**config.mk**
```make
export PLATFORM = sky130hd
export DESIGN_NAME = prog_slowclk_flat
export DESIGN_NICKNAME = d
export VERILOG_FILES = /design/src/rtl/prog_slowclk_if.sv /design/src/rtl/prog_slowclk.sv /design/src/flat_wrapper.sv
export SDC_FILE = /design/constraint.sdc
export NUM_CORES = 1
export LEC_CHECK = 0
export ABC_AREA = 1
export CAP_MARGIN = 10
export CORE_ASPECT_RATIO = 1.1
export CORE_UTILIZATION = 25
export DETAILED_ROUTE_END_ITERATION = 8
export SLEW_MARGIN = 20
export SYNTH_ARGS = -nofsm -noshare
export SYNTH_HDL_FRONTEND = slang
export SYNTH_SLANG_ARGS = --single-unit
```
**constraint.sdc**
```tcl
create_clock -name fastclk -period 3 [get_ports fastclk]
set_input_delay 0.6 -clock fastclk [delete_from_list [all_inputs] [get_ports fastclk]]
set_output_delay 0.6 -clock fastclk [all_outputs]
set_load 0.01 [all_outputs]
```
**src/rtl/prog_slowclk_if.sv**
```systemverilog
// prog_slowclk_if: rate-select, enable and slow-clock status bundle of the slow-clock generator.
interface prog_slowclk_if #(
  parameter int SEL_W = 2
);
  logic [SEL_W-1:0] sw;
  logic             en;
  logic             slowclk;
  logic             tick;
  logic [SEL_W-1:0] active_sel;
  logic             sel_pending;
  modport master (output sw, en, input slowclk, tick, active_sel, sel_pending);
  modport slave  (input sw, en, output slowclk, tick, active_sel, sel_pending);
endinterface

```
**src/rtl/prog_slowclk.sv**
```systemverilog
// prog_slowclk: power-of-two fastclk divider with glitch-free run-time rate select and rising-edge tick.
module prog_slowclk #(
  parameter int CNT_W    = 27,
  parameter int SEL_W    = 2,
  parameter int BASE_EXP = 24
) (
  input logic           fastclk,
  input logic           rst_n,
  prog_slowclk_if.slave bus
);
  logic [CNT_W-1:0] cnt;
  logic [CNT_W-1:0] lim;
  logic [SEL_W-1:0] sync1;
  logic [SEL_W-1:0] sw_s;
  logic [SEL_W-1:0] act;
  logic             slow;
  logic             tick;
  assign lim = (CNT_W'(1) << (BASE_EXP + int'(act))) - CNT_W'(1);
  // rate is only swapped on the falling toggle so a full period never mixes rates
  always_ff @(posedge fastclk or negedge rst_n) begin
    if (!rst_n) begin
      cnt   <= '0;
      slow  <= 1'b0;
      tick  <= 1'b0;
      act   <= '0;
      sync1 <= '0;
      sw_s  <= '0;
    end else begin
      sync1 <= bus.sw;
      sw_s  <= sync1;
      tick  <= 1'b0;
      if (bus.en) begin
        if (cnt == lim) begin
          cnt  <= '0;
          slow <= ~slow;
          tick <= ~slow;
          if (slow) act <= sw_s;
        end else begin
          cnt <= cnt + CNT_W'(1);
        end
      end
    end
  end
  assign bus.slowclk     = slow;
  assign bus.tick        = tick;
  assign bus.active_sel  = act;
  assign bus.sel_pending = sw_s != act;
endmodule

```
**src/flat_wrapper.sv**
```systemverilog
// flat-port wrapper written by rule: the top's interface ports become plain ports
module prog_slowclk_flat 
#(
  parameter int CNT_W    = 27,
  parameter int SEL_W    = 2,
  parameter int BASE_EXP = 24
)
  (fastclk, rst_n, bus_sw, bus_en, bus_slowclk, bus_tick, bus_active_sel, bus_sel_pending);
  prog_slowclk_if #(.SEL_W(SEL_W)) bus_i ();
  input logic fastclk;
  input logic rst_n;
  input wire logic [$bits(bus_i.sw)-1:0] bus_sw;
  input wire logic [$bits(bus_i.en)-1:0] bus_en;
  output wire logic [$bits(bus_i.slowclk)-1:0] bus_slowclk;
  output wire logic [$bits(bus_i.tick)-1:0] bus_tick;
  output wire logic [$bits(bus_i.active_sel)-1:0] bus_active_sel;
  output wire logic [$bits(bus_i.sel_pending)-1:0] bus_sel_pending;
  assign bus_i.sw = bus_sw;
  assign bus_i.en = bus_en;
  assign bus_slowclk = bus_i.slowclk;
  assign bus_tick = bus_i.tick;
  assign bus_active_sel = bus_i.active_sel;
  assign bus_sel_pending = bus_i.sel_pending;
  prog_slowclk #(.CNT_W(CNT_W), .SEL_W(SEL_W), .BASE_EXP(BASE_EXP)) u_core (.fastclk(fastclk), .rst_n(rst_n), .bus(bus_i));
endmodule
```
# Word-level counts from Yosys, hierarchy flattened
# Cells that the tools add are included.
# word_totals
output_inout_bits	5
ff_bits	35
wordCells	18
input_bits	5
# classes
shifts	1
eq_ne	2
n_bitwise	1
add_sub_neg	3
reduce_logical	2
n_mux	3
# ops
op	count
$shl 1x32->27 const A	1
$add 27x1->27 const B	1
$eq 27x27->1	1
$mux 27	1
$sub 27x2->27 const B	1
$add 5x2->6 const A	1
$reduce_and 3->1	1
$mux 1	2
$ne 2x2->1	1
$reduce_and 2->1	1
$not 1->1	1

# Longest topological paths before layout
# depth
ltp_word	6
ltp_mapped	9
ltp_nobuf	9

# Worst setup path before layout
# OpenSTA, ideal clock, no wires.
# synth_timing
kind	input to register
from	in bus_en
to	reg u_core.cnt[21]
required_ps	2881
arrival_ps	1391
stages	8
path_slack_ps	1490
cell_sequence	nand2_2 > nor2_4 > nand2_4 > nor2_8 > nand3_4 > buf_6 > nand2_1 > nor2_1
# synth_lines
item	line_no	source
start: declaration	flat_wrapper.sv:13	input wire logic [$bits(bus_i.en)-1:0] bus_en;
end signal: assignment	prog_slowclk.sv:39	cnt <= cnt + CNT_W'(1);
end: declaration	prog_slowclk.sv:11	logic [CNT_W-1:0] cnt;

# Worst setup path in the final report
# layout_timing
from	reg u_core.act[1], in the netlist u_core.bus.active_sel[1]
to	out bus_sel_pending
# layout_via
elab_chain_len	1
# layout_lines
item	line_no	source
start: declaration	prog_slowclk.sv:15	logic [SEL_W-1:0] act;
start signal: assignment	prog_slowclk.sv:37	if (slow) act <= sw_s;
$ne 2x2->1	prog_slowclk.sv:47	assign bus.sel_pending = sw_s != act;
end: declaration	flat_wrapper.sv:17	output wire logic [$bits(bus_i.sel_pending)-1:0] bus_sel_pending;
# Every way passes these cells.

==> results.toml <==
[status]
status = "finished clean"

[timing]
drv_slew = 0
rsz0062_at_grt = "no"
worst_slack_ns = 0.863
skew_ns = 0.0122
worst_pin_slew_ns = 0.785
fmax_mhz = 468
period_minus_slack_ns = 2.14
finalSetupTns_ns = 0
finalSetupViolCount = 0
hold_viol = 0
timing.slew.headroom_pct = 47.7
period_share_pct = 71.2

[synthesis]
yosysTopAreaCell = "dfrtp_1"
synthCells = 244
yosys_warnings = 0
synth_ff_type = "dfrtp_1"
syn_nets = 250
synth_compound_area_share_pct = 2.96
ys_seq_elements = 35
synth-edff-count = 0
synth_top_family_by_area = "simple AND/OR/NAND/NOR gates"
ys_top_cells_by_count = "nand2_1, nor2_1, dfrtp_1"
synthAdderAreaFrac_pct = 0.659
yosys.area_share.simple_pct = 37.7
yosysSeqAreaShare_pct = 46.1
netlist-cell-type-count = 24
yosysMostFrequentCell = "nand2_1"
async_reset_ff_share_pct = 100
syn_area_um2 = 1900
synth_top_cell_area_share_pct = 46.1
synth-xor-area-share_pct = 5.99
synth_area_per_cell_um2 = 7.78
yosys-top-cells-area = "dfrtp_1, nand2_1, nor2_1, nand3_1, inv_1"
synthMuxAreaShare_pct = 0

[die]
die_height_um = 93.4
ios = 10
coreArea_um2 = 7170
start_util_pct = 26.5
die_w_um = 85.1
row_count = 32
dieArea_um2 = 7950

[final_layout]
final_area_um2 = 2190
layout.nets = 264
n_antenna_cell = 0
syn2layout_area_growth_pct = 15.3
fill_cells = 760
fin_cells = 344
drive_gt1_share_pct = 8.88

[clocking]
cts_buffers = 5
clockBufferDepth = 2
clkSlewWorstSetupHoldPaths_ns = 0.09
cts_sinks = 35
cts_root_buffer = "clkbuf_8"
hold_buffers = 0
insertion_delay_ns = 0.30
cts_resized = 0
post-cts-setup-buffers = 0
cts_tree = "yes"
htreeDepth = 2

[global_route]
grt_pass1_vias = 1432
track_usage_pct = 11.0
grt_max_degree = 36
grt_overflow = 0
grt_antenna_before_repair = 0
grt_pass1_wl_mm = 6.84

[detailed_routing]
drt_iter0_drc = 76
dr.pass1.iters = 4
met1_length_mm = 1.87
wl_met2_mm = 1.83
top_layer = "met4"
drc = 0
ant_nets = 0
post_drt_wl_per_cell_um = 11.2
drt_wl_total_mm = 3.87
via_count = 1504
vias_per_cell = 4.37
wl_met3_um = 102

[critical_path]
r2r_setup_slack_ns = 1.31
worstSetupEndpointType = "output pin"
r2r_end = "u_core.cnt[10]"
crit_path_start_kind = "flip-flop"
worst-r2r-cell-count = 8
critPathKind = "reg -> out"
arrival_ns = 1.54
critPathCapture = "bus_sel_pending"
required_ns = 2.40
path_max_fanout = 8
r2r_start = "u_core.cnt[0]"
startpoint = "u_core.bus.active_sel[1]"

[placement]
dp_hpwl_mm = 2.84
placedCellCount = 336
place_congestion = 0.793
place_ws_ns = 0.703
io_buffers = 9
placed_area_um2 = 2070

[run]
max_cap_viol_count = 0

[power_and_ir_drop]
vdd.ir_drop.worst_uv = 169
power.density_nw_per_um2 = 496
leakage_nw = 1.15
totalPowerFinal_w = 0.00109

[worst_hold_path]
min_path_type = "reg -> reg"
hp-start = "u_core.sync1[1]"
worst max-delay path, stage by stage, from the launching register on:
cell	delay, ns
dfrtp_1	0.48
xnor2_1	0.17
nand2_1	0.06
clkdlybuf4s50_1	0.52
worst min-delay path by stage:
stage / depth (start not counted) / to
after floorplan: 0 / u_core.bus.active_sel[0]
after global placement: 0 / u_core.sw_s[0]
after detailed placement: 0 / u_core.sw_s[1]
after CTS: 0 / u_core.sw_s[1]
after global routing: 0 / u_core.sw_s[1]
final: 0 / u_core.sw_s[1]
layer usage:
metal	GRT usage [%]	up-vias
li1	-	785
met1	13.9	695
met2	17.9	18
met4	4.24	0
met5	0	-
met3	2.91	6
cell type report:
type,count,area (µm²),share of cell area [%]
Multi-Input combinational cell,178,898,41.0
Sequential cell,35,876,40.0
Inverter,29,109,4.97
Tap cell,85,106,4.85
Timing Repair Buffer,9,85.1,3.88
Clock buffer,5,68.8,3.14
Clock inverter,3,47.5,2.17
through the flow:
stage               hold slack, ns  utilization [%]
finish                       0.356             30.6
global route                 0.363             30.6
CTS                          0.358             30.6
detailed placement           0.338             28.9
global placement             0.334             28.9
floorplan                    0.304                -
state kept, by name, summed over array words and instances, names as in the netlist:
signal                 flops
u_core.bus.tick            1
u_core.sync1               2
u_core.bus.slowclk         1
u_core.sw_s                2
u_core.bus.active_sel      2
u_core.cnt                27
placed cells by master, fill, tap and decap left out, types with 2 or more instances in the layout:
| master | count |
|---|---|
| dfrtp_1 | 35 |
| nor2_2 | 3 |
| nor2_1 | 45 |
| nand4_1 | 3 |
| xnor2_1 | 7 |
| nor2_4 | 3 |
| clkbuf_8 | 5 |
| nor2_8 | 2 |
| nor3_1 | 4 |
| inv_1 | 28 |
| nand2_1 | 64 |
| nand2_4 | 2 |
| o21ai_0 | 4 |
| nand3_1 | 23 |
| xor2_1 | 6 |
| clkdlybuf4s50_1 | 8 |
| a21oi_1 | 6 |
cell families after synthesis:
kind of cell | Yosys count
buffers and inverters | 31
and+or+nand+nor | 153
DFF | 35
AOI/OAI and AO/OA | 11
xor gates and xnor gates | 13
adders and majority gates | 1
power by group:
| group | internal (W) | switching, W |
|---|---|---|
| combinational | 0.0000405 | 0.0000554 |
| sequential | 0.000510 | 0.0000358 |
| clock | 0.000252 | 0.000193 |
(Power assumes the default switching activity.)
